**src/rtl/video_timing_pkg.sv**
```systemverilog
// Shared timing defaults (5 MHz board profile) and the wrap-aware window compare
// used by the raster decoders.
package video_timing_pkg;

  localparam int unsigned VT_H_W       = 9;
  localparam int unsigned VT_H_LOAD    = 'h0C0;
  localparam int unsigned VT_H_LAST    = 'h1FF;
  localparam int unsigned VT_V_W       = 9;
  localparam int unsigned VT_V_LOAD    = 'h0F8;
  localparam int unsigned VT_V_LAST    = 'h1FF;
  localparam int unsigned VT_HS_BEG    = 'h10A;
  localparam int unsigned VT_HS_END    = 'h121;
  localparam int unsigned VT_HSF_BEG   = 'h11E;
  localparam int unsigned VT_HSF_END   = 'h135;
  localparam int unsigned VT_HB_BEG    = 'h0C0;
  localparam int unsigned VT_HB_END    = 'h0FF;
  localparam int unsigned VT_VS_BEG    = 'h1F0;
  localparam int unsigned VT_VS_END    = 'h1F7;
  localparam int unsigned VT_VB_BEG    = 'h1F0;
  localparam int unsigned VT_VB_END    = 'h10F;
  localparam int unsigned VT_CPU_SLOT  = 'h11F;
  localparam int unsigned VT_CPU_SLOTF = 'h137;
  localparam int unsigned VT_SER_SH    = 3;
  localparam int unsigned VT_SER_PH    = 6;

  // Inclusive window a..b; when a > b the window wraps through the counter preset.
  function automatic logic in_range(input logic [15:0] x,
                                    input logic [15:0] a,
                                    input logic [15:0] b);
    if (a <= b) return (x >= a) && (x <= b);
    else        return (x >= a) || (x <= b);
  endfunction

endpackage

```
**src/rtl/video_timing_gen_counter.sv**
```systemverilog
// Raster counter with synchronous preset on terminal count. The next-state value
// is exported so the decoders can register outputs aligned with the count.
module vt_counter #(
  parameter int unsigned  W    = 9,
  parameter logic [W-1:0] LOAD = '0,
  parameter logic [W-1:0] LAST = '1
) (
  input  logic         clk,
  input  logic         rst_n,
  input  logic         ce,
  output logic [W-1:0] cnt_q,
  output logic [W-1:0] cnt_d,
  output logic         tc
);

  assign tc = (cnt_q == LAST);

  // Next count: hold, preset after terminal count, or increment.
  always_comb begin
    cnt_d = cnt_q;
    if (ce) cnt_d = tc ? LOAD : cnt_q + W'(1);
  end

  // Count register; reset lands on the preset value.
  always_ff @(posedge clk or negedge rst_n) begin
    if (!rst_n) cnt_q <= LOAD;
    else        cnt_q <= cnt_d;
  end

endmodule

```
**src/rtl/video_timing_gen.sv**
```systemverilog
// Raster timing root: H/V counters, sync/blank windows, line/frame, CPU slot and
// serializer load strobes, with a frame-synchronous screen flip.
module video_timing_gen
  import video_timing_pkg::*;
#(
  parameter int unsigned      H_W        = VT_H_W,
  parameter logic [H_W-1:0]   H_LOAD     = H_W'(VT_H_LOAD),
  parameter logic [H_W-1:0]   H_LAST     = H_W'(VT_H_LAST),
  parameter int unsigned      V_W        = VT_V_W,
  parameter logic [V_W-1:0]   V_LOAD     = V_W'(VT_V_LOAD),
  parameter logic [V_W-1:0]   V_LAST     = V_W'(VT_V_LAST),
  parameter logic [H_W-1:0]   HS_BEG     = H_W'(VT_HS_BEG),
  parameter logic [H_W-1:0]   HS_END     = H_W'(VT_HS_END),
  parameter logic [H_W-1:0]   HSF_BEG    = H_W'(VT_HSF_BEG),
  parameter logic [H_W-1:0]   HSF_END    = H_W'(VT_HSF_END),
  parameter logic [H_W-1:0]   HB_BEG     = H_W'(VT_HB_BEG),
  parameter logic [H_W-1:0]   HB_END     = H_W'(VT_HB_END),
  parameter logic [V_W-1:0]   VS_BEG     = V_W'(VT_VS_BEG),
  parameter logic [V_W-1:0]   VS_END     = V_W'(VT_VS_END),
  parameter logic [V_W-1:0]   VB_BEG     = V_W'(VT_VB_BEG),
  parameter logic [V_W-1:0]   VB_END     = V_W'(VT_VB_END),
  parameter logic [H_W-1:0]   CPU_SLOT   = H_W'(VT_CPU_SLOT),
  parameter logic [H_W-1:0]   CPU_SLOT_F = H_W'(VT_CPU_SLOTF),
  parameter int unsigned      SER_SH     = VT_SER_SH,
  parameter int unsigned      SER_PH     = VT_SER_PH
) (
  input  logic           clk,
  input  logic           rst_n,
  input  logic           pix_ce,
  input  logic           flip_req,
  output logic [H_W-1:0] h,
  output logic [V_W-1:0] v,
  output logic [H_W-1:0] h_flip,
  output logic           flip,
  output logic           hsync_n,
  output logic           vsync_n,
  output logic           hblank,
  output logic           vblank,
  output logic           line_start,
  output logic           frame_start,
  output logic           cpu_slot,
  output logic           ser_load
);

  localparam logic [SER_SH-1:0] SER_PHASE = SER_SH'(SER_PH);

  logic [H_W-1:0] h_q, h_d;
  logic [V_W-1:0] v_q, v_d;
  logic           h_tc, v_tc;
  logic           flip_q, flip_d;
  logic           hsync_n_q, vsync_n_q, hblank_q, vblank_q;
  logic           line_start_q, frame_start_q, cpu_slot_q, ser_load_q;
  logic           hsync_n_d, vsync_n_d, hblank_d, vblank_d;
  logic           line_start_d, frame_start_d, cpu_slot_d, ser_load_d;

  vt_counter #(.W(H_W), .LOAD(H_LOAD), .LAST(H_LAST)) u_hcnt (
    .clk   (clk),
    .rst_n (rst_n),
    .ce    (pix_ce),
    .cnt_q (h_q),
    .cnt_d (h_d),
    .tc    (h_tc)
  );

  vt_counter #(.W(V_W), .LOAD(V_LOAD), .LAST(V_LAST)) u_vcnt (
    .clk   (clk),
    .rst_n (rst_n),
    .ce    (pix_ce & h_tc),
    .cnt_q (v_q),
    .cnt_d (v_d),
    .tc    (v_tc)
  );

  // Flip is only taken at the frame boundary so a frame is never half mirrored.
  always_comb begin
    flip_d = flip_q;
    if (pix_ce && h_tc && v_tc) flip_d = flip_req;
  end

  // Decode windows from the next count/flip so registered outputs line up with h/v.
  always_comb begin
    hsync_n_d     = 1'b1;
    vsync_n_d     = 1'b1;
    hblank_d      = 1'b0;
    vblank_d      = 1'b0;
    line_start_d  = 1'b0;
    frame_start_d = 1'b0;
    cpu_slot_d    = 1'b0;
    ser_load_d    = 1'b0;
    if (flip_d) hsync_n_d = ~in_range(16'(h_d), 16'(HSF_BEG), 16'(HSF_END));
    else        hsync_n_d = ~in_range(16'(h_d), 16'(HS_BEG), 16'(HS_END));
    vsync_n_d     = ~in_range(16'(v_d), 16'(VS_BEG), 16'(VS_END));
    hblank_d      = in_range(16'(h_d), 16'(HB_BEG), 16'(HB_END));
    vblank_d      = in_range(16'(v_d), 16'(VB_BEG), 16'(VB_END));
    line_start_d  = (h_d == H_LOAD);
    frame_start_d = (h_d == H_LOAD) && (v_d == V_LOAD);
    cpu_slot_d    = (h_d == (flip_d ? CPU_SLOT_F : CPU_SLOT));
    ser_load_d    = (h_d[SER_SH-1:0] == (flip_d ? ~SER_PHASE : SER_PHASE));
  end

  // Output registers advance only with the pixel enable, so pulses last one pixel.
  always_ff @(posedge clk or negedge rst_n) begin
    if (!rst_n) begin
      flip_q        <= 1'b0;
      hsync_n_q     <= 1'b1;
      vsync_n_q     <= 1'b1;
      hblank_q      <= 1'b0;
      vblank_q      <= 1'b0;
      line_start_q  <= 1'b0;
      frame_start_q <= 1'b0;
      cpu_slot_q    <= 1'b0;
      ser_load_q    <= 1'b0;
    end else if (pix_ce) begin
      flip_q        <= flip_d;
      hsync_n_q     <= hsync_n_d;
      vsync_n_q     <= vsync_n_d;
      hblank_q      <= hblank_d;
      vblank_q      <= vblank_d;
      line_start_q  <= line_start_d;
      frame_start_q <= frame_start_d;
      cpu_slot_q    <= cpu_slot_d;
      ser_load_q    <= ser_load_d;
    end
  end

  assign h           = h_q;
  assign v           = v_q;
  assign h_flip      = h_q ^ {H_W{flip_q}};
  assign flip        = flip_q;
  assign hsync_n     = hsync_n_q;
  assign vsync_n     = vsync_n_q;
  assign hblank      = hblank_q;
  assign vblank      = vblank_q;
  assign line_start  = line_start_q;
  assign frame_start = frame_start_q;
  assign cpu_slot    = cpu_slot_q;
  assign ser_load    = ser_load_q;

endmodule

```
**config.mk**
```make
export PLATFORM = sky130hd
export DESIGN_NAME = video_timing_gen
export DESIGN_NICKNAME = d
export VERILOG_FILES = /design/src/rtl/video_timing_pkg.sv /design/src/rtl/video_timing_gen_counter.sv /design/src/rtl/video_timing_gen.sv
export SDC_FILE = /design/constraint.sdc
export NUM_CORES = 1
export LEC_CHECK = 0
export CAP_MARGIN = 20
export CORE_MARGIN = 5
export CORE_UTILIZATION = 40
export CTS_CLUSTER_DIAMETER = 80
export DETAILED_ROUTE_END_ITERATION = 16
export PLACE_DENSITY_LB_ADDON = 0.25
export SLEW_MARGIN = 20
export SYNTH_ARGS = -nofsm -noshare
export SYNTH_HDL_FRONTEND = slang
export SYNTH_SLANG_ARGS = --single-unit
```
**constraint.sdc**
```tcl
create_clock -name clk -period 3.34 [get_ports clk]
set_clock_uncertainty 0.2 [all_clocks]
set_input_delay 0.334 -clock clk [delete_from_list [all_inputs] [get_ports clk]]
set_output_delay 0.334 -clock clk [all_outputs]
set_load 0.02 [all_outputs]
```
==> results by stage <==
Outcome:
- The flow ran to the end, and the final reports show no timing, DRC or antenna violations.

Logic synthesis:
- Counting every net in the synthesized netlist gives 191.
- Among all flip-flop cells after synthesis, the most frequent one is dfrtp_1.
- After synthesis, the share of flip-flops with an asynchronous set or reset is 1.00.
- The cell taking the most area after synthesis is dfrtp_1.
- In this run, synthesis inferred 0 flip-flops with an integrated enable.
- Synthesis produced 183 cells.
- The number of synthesized register bits is 27.
- The share of synthesized area occupied by flip-flops and latches is 0.408.
- Yosys attributes the largest share of cell area to dfrtp_1 (27%), dfstp_2 (14%), xor2_1 (6.2%), nand2_1 (3.3%), nand4_1 (3.3%).
- The number of different library cells used by synthesis comes to 47.
- The synthesis warning total is 0.
- The share of synthesized area in the top cell type comes to 0.268.
- In this run the cell area of the synthesized design comes to 1680 um2.
- After synthesis, the mean cell area works out to 9.20 um2.

Die:
- Measured along the x axis, the die boundary spans 74.9 um.
- The number of rows in the core area is 23.
- After floorplanning, the core was sized to cover 4030 um2.
- The initial utilization of the core area, before any placement, comes to 0.418.
- The I/O pin count is 40.
- The die is 74.9 um tall.
- The die outline area is 5600 um2.

Final layout:
- The area growth from synthesis to layout is 29.7%.
- The number of cells in the finished layout apart from fillers is 271.
- The most common cell after layout, fill and taps aside is clkdlybuf4s50_1.
- The diode insertion count for antenna repair is 0.
- The post-route core utilization is 0.542.
- The filler cell count in the final layout is 393.
- The area taken by multi-input logic gates is 913 um2.
- In the final layout, the share of cells above drive strength 1 is 0.113.
- In the layout the commonest cells are clkdlybuf4s50_1 (39), dfrtp_1 (18), nand2_1 (15), xor2_1 (12).
- The sequential cell area is 687 um2.
- After the last flow step, the layout net total stands at 230.

Critical path:
- In this run the worst setup path begins at u_vcnt.cnt_q[0].
- The worst reg-to-reg setup slack is 0.28 ns.
- The arrival time at the worst endpoint is 3.03 ns.
- The endpoint identified for the worst register-to-register timing path is frame_start.
- The worst reg2reg path depth is 10.
- The worst register-to-register path begins at u_vcnt.cnt_q[0].
- At the worst endpoint, the required time is 3.31 ns.
- The critical path launch point type is a register.
- The highest net fanout along the worst path is 7.
- The category of the critical setup timing path is reg2reg.
- STA classifies the critical path endpoint as a register.

Route:
- Once detail routing completed, the nets flagged for antenna violations numbered 0.
- The number of remaining DRC errors is 0.
- The detailed-routing iteration count for the pre-antenna-repair pass is 4.
- In the routed layout, each cell is associated on average with a via count of 5.62.
- The starting DRC count in detailed routing is 135.
- Dividing the detail-routed wire length by the instance count gives 15.9 um.
- The final route contains 1,522 vias.
- The overall routed net length is 4310 um.

Global routing:
- The number of global-route vias before repair is 1,466.
- The initial antenna violation count was 0.
- The first global-routing pass estimated 7240 um of wire.
- The remaining global-route overflow is 0.
- The largest net degree at the start of global routing is 28.
- For this run, the total global-route usage over all layers was measured as 0.165.

Pwr:
- The worst supply voltage drop on vdd is 0.315 mV.
- The analysis attributes to cell leakage a power of 0.934 nW.
- For this design the ratio of total power to cell area is 540 nW/um2.

Clocking:
- For the worst-skew pair, the clock arrives at the later sink with an insertion delay of 0.27 ns.
- The total CTS buffers is 3.
- For this design, the CTS-stage hold fixing added 0 buffers.
- CTS built an H-tree with a depth of 1.
- The buffers inserted during post-CTS setup optimization is 0.
- After clock tree synthesis, the clock-pin slew on the worst setup and hold paths is 0.10 ns.
- Clock tree synthesis selected as its root buffer the cell clkbuf_8.
- The post-cts sizing count is 0.
- The number of sinks driven by the clock tree is 27.
- The TritonCTS clock tree is built.
- The number of buffers between clock root and the deepest sink is 2.

Place:
- The number of buffer cells added on primary ports is 39.
- The number of placed instances, taps included, is 267.
- The wire-length estimate of the detail-placed layout is 3170 um.
- The routability congestion estimate is 0.845.

Timing:
- The max-slew violation count is 0.
- The final period utilization is 0.917.
- The number of endpoints failing setup at the final stage is 0.
- The time the worst path needs with I/O delays and setup is 3.06 ns.
- Setup repair after global routing left no endpoint under its margin.
- The total negative slack for setup checks is 0 ns.
- The hold slack is 0.221 ns.
- The actual slew at the worst max-slew pin is 0.550 ns.
- The relative slew slack is 0.631.
- The fmax is 326 MHz.
- The final hold violation count was 0.

Run:
- The number of max-capacitance violations reported is 0.

Hold path:
- The path category of the worst min-delay check is in2async.
-- cells by family (layout without fill, tap and decap cells) --
group                      after synthesis  in the layout  synth area share
and+or+nand+nor                         73             73             0.247
AOI/OAI and AO/OA                       37             37             0.152
DFF                                     27             27             0.408
buffers and inverters                   21             59            0.0491
xor gates and xnor gates                17             17            0.0885
adders and majority gates                4              4            0.0297
muxes                                    4              4            0.0253
-- flip-flops by register name, summed over array words and instances, names as in the netlist --
signal,count
cpu_slot,1
flip,1
frame_start,1
hblank,1
hsync_n,1
line_start,1
ser_load,1
u_hcnt.cnt_q,9
u_vcnt.cnt_q,9
vblank,1
vsync_n,1
-- worst max-delay path: stages, from the launching register on --
cell	delay [ns]
dfrtp_1	0.47
ha_1	0.25
and2_1	0.22
nand2_1	0.07
nor2_1	0.09
ha_1	0.28
and3_1	0.31
a311o_1	0.15
nand2_1	0.08
or4b_4	0.54
o32ai_1	0.31
-- final cells by class --
class / instances / share of cell area
Sequential cell: 27 / 0.315
Clock inverter: 1 / 0.00229
Tap cell: 50 / 0.0287
Clock buffer: 3 / 0.0189
Inverter: 10 / 0.0172
Timing Repair Buffer: 45 / 0.200
Multi-Input combinational cell: 135 / 0.419
-- Yosys cell counts, types with 2 or more instances --
cell,n
nor3_1,5
clkbuf_1,6
mux2_2,2
nor2_1,10
ha_1,4
a21oi_1,5
and2_1,3
xor2_1,12
dfrtp_1,18
nor3b_1,2
buf_2,3
o21ai_0,10
nand4_1,9
o32a_1,2
buf_1,2
or4_1,2
and3_1,4
a21o_1,3
mux2i_1,2
and4_1,3
nor2b_1,2
o31ai_1,5
nand2_1,15
or3_1,2
dfstp_2,9
xnor2_1,5
nand3_1,9
inv_1,10
-- where the power goes --
group | total, mW | internal, mW | leakage, nW | switching, mW
Sequential | 0.458 | 0.374 | 0.327 | 0.0848
Clock | 0.189 | 0.0837 | 0.0255 | 0.106
Combinational | 0.530 | 0.244 | 0.582 | 0.286
Total | 1.18 | 0.701 | 0.934 | 0.477
-- layer usage --
metal | wire length (um) | GRT usage | vias to the layer above
met1 | 2140 | 0.258 | 736
li1 | - | - | 743
met5 | 0 | 0 | -
met4 | 48 | 0.0375 | 0
met3 | 265 | 0.0334 | 4
met2 | 1850 | 0.233 | 39
-- metrics by stage --
stage | setup WS, ns | area, um2 | power (mW)
global route | 0.00415 | 2180 | 1.26
CTS | 0.311 | 2180 | 1.18
finish | 0.276 | 2180 | 1.18
detailed placement | 0.354 | 2140 | 0.992
floorplan | 0.432 | 1680 | 0.772
global placement | 0.413 | 2140 | 0.994
-- how the worst max path moves through the flow --
| stage | end | slack (ns) |
|---|---|---|
| final | frame_start | 0.28 |
| after detailed placement | vsync_n | 0.35 |
| after global placement | vsync_n | 0.41 |
| after global routing | frame_start | 0.004 |
| after floorplan | vsync_n | 0.43 |
| after CTS | vsync_n | 0.31 |
(Power assumes the default switching activity.)
==> edit: new RTL, same flow settings <==
Change the package constant `VT_H_W` from 9 to 18.
--- a/src/rtl/video_timing_pkg.sv
+++ b/src/rtl/video_timing_pkg.sv
@@ -4,3 +4,3 @@
 
-  localparam int unsigned VT_H_W       = 9;
+  localparam int unsigned VT_H_W       = 18;
   localparam int unsigned VT_H_LOAD    = 'h0C0;
Ports: changed (resized h and h_flip); port bits go from 40 to 58. The function was not compared with the original's and may differ.
==> edit against the original RTL <==
First-iteration DRC count shrank 40%; area after synthesis grew 46%; sequential cell count grew 9; cell area grew 44%; final cell count grew 44%; routed wire length grew 51%; synthesized cell count grew 44%; combinational power grew 6.6%; power grew 23%; worst setup slack lost 0.10 ns.
==> edit: results <==
group,metric,value,unit
run_status,status,"complete, no violations",
place,portBuffers,57,
finish,nNetsFinal,321,
synthesis,synthTopCellsByArea,"dfrtp_1, dfstp_2, xor2_1",
setup_path,worstPathMaxFanout,11,
power_and_ir_drop,p_leak,1.36,nW
finish,finalNonFillerCells,390,
grt,grt_util_all_layers,0.177,
synthesis,avgSynthCellArea,9.33,um^2
place,dp_hpwl,4920,um
power_and_ir_drop,vdd_drop_max,0.000259,V
grt,grt_pass1_vias,2058,
grt,grt_max_degree,37,
setup_path,r2r_end,"cpu_slot",
clocking,clk_pin_slew,0.08,ns
grt,grt_pass1_wl,10600,um
finish,top_regs,"u_hcnt.cnt_q (18), u_vcnt.cnt_q (9)",
setup_path,r2r_slack,0.18,ns
clocking,cts_buffers,5,
place,dp_worst_setup_slack,0.123,ns
place,place_area,0.00306,mm^2
synthesis,syn-num-nets,270,
setup_path,crit_arrival,3.20,ns
setup_path,cp-startpoint,"u_vcnt.cnt_q[3]",
sta,fmax,316,MHz
grt,use_met3,0.0363,
synthesis,yosys.cell_types.count,59,
routing,drtIter0Drc,81,
routing,via_per_inst,5.45,
synthesis,ys_seq_area_frac,0.372,
edit: cell count changes after synthesis, sizes merged, moves of 5 or more:
cell / before / now
a31oi: 0 / 7
mux2i: 2 / 7
xnor2: 5 / 20
xor2: 12 / 21
and2: 3 / 8
buf: 5 / 15
dfrtp: 18 / 27
edit: cell families (layout without fill, tap and decap cells):
| family | Yosys count | count (layout) | synth area share |
|---|---|---|---|
| muxes | 8 | 8 | 0.0331 |
| and+or+nand+nor | 99 | 99 | 0.233 |
| adders and majority gates | 3 | 3 | 0.0153 |
| xor gates and xnor gates | 41 | 41 | 0.146 |
| AOI/OAI and AO/OA | 47 | 47 | 0.140 |
| buffers and inverters | 29 | 81 | 0.0607 |
| DFF | 36 | 36 | 0.372 |
edit: layer usage:
layer	part of all wire	wire length, um
met1	0.47	3020
met2	0.45	2950
met3	0.062	400
met4	0.018	119
met5	0	0
edit: how the worst min path moves through the flow:
stage,end,slack [ns]
after floorplan,cpu_slot,-0.16
after global placement,hblank,0.27
after detailed placement,hsync_n,0.29
after CTS,u_hcnt.cnt_q[15],0.28
after global routing,u_hcnt.cnt_q[15],0.31
final,u_hcnt.cnt_q[15],0.26
edit: report_power, final:
part / switching (mW) / internal [mW]
Clock: 0.170 / 0.169
Sequential: 0.0720 / 0.477
Combinational: 0.302 / 0.263
edit: layout make-up:
class | count | area, um^2 | area share
well taps | 75 | 93.8 | 0.0298
repair buffers | 65 | 631 | 0.200
clock buffers | 8 | 90.1 | 0.0286
multi-input cells | 198 | 1400 | 0.443
flip-flops and latches | 36 | 912 | 0.289
inverters | 8 | 30.0 | 0.00953
edit: worst max-delay path, cell delays in order (launching register included):
cell and delay [ns]:
dfstp_2 0.59, and3_1 0.27, and3_1 0.21, and2_1 0.13, ha_2 0.31, nand3_1 0.18, mux2i_1 0.20, or3_1 0.33
a2111oi_0 0.47, a22o_1 0.20
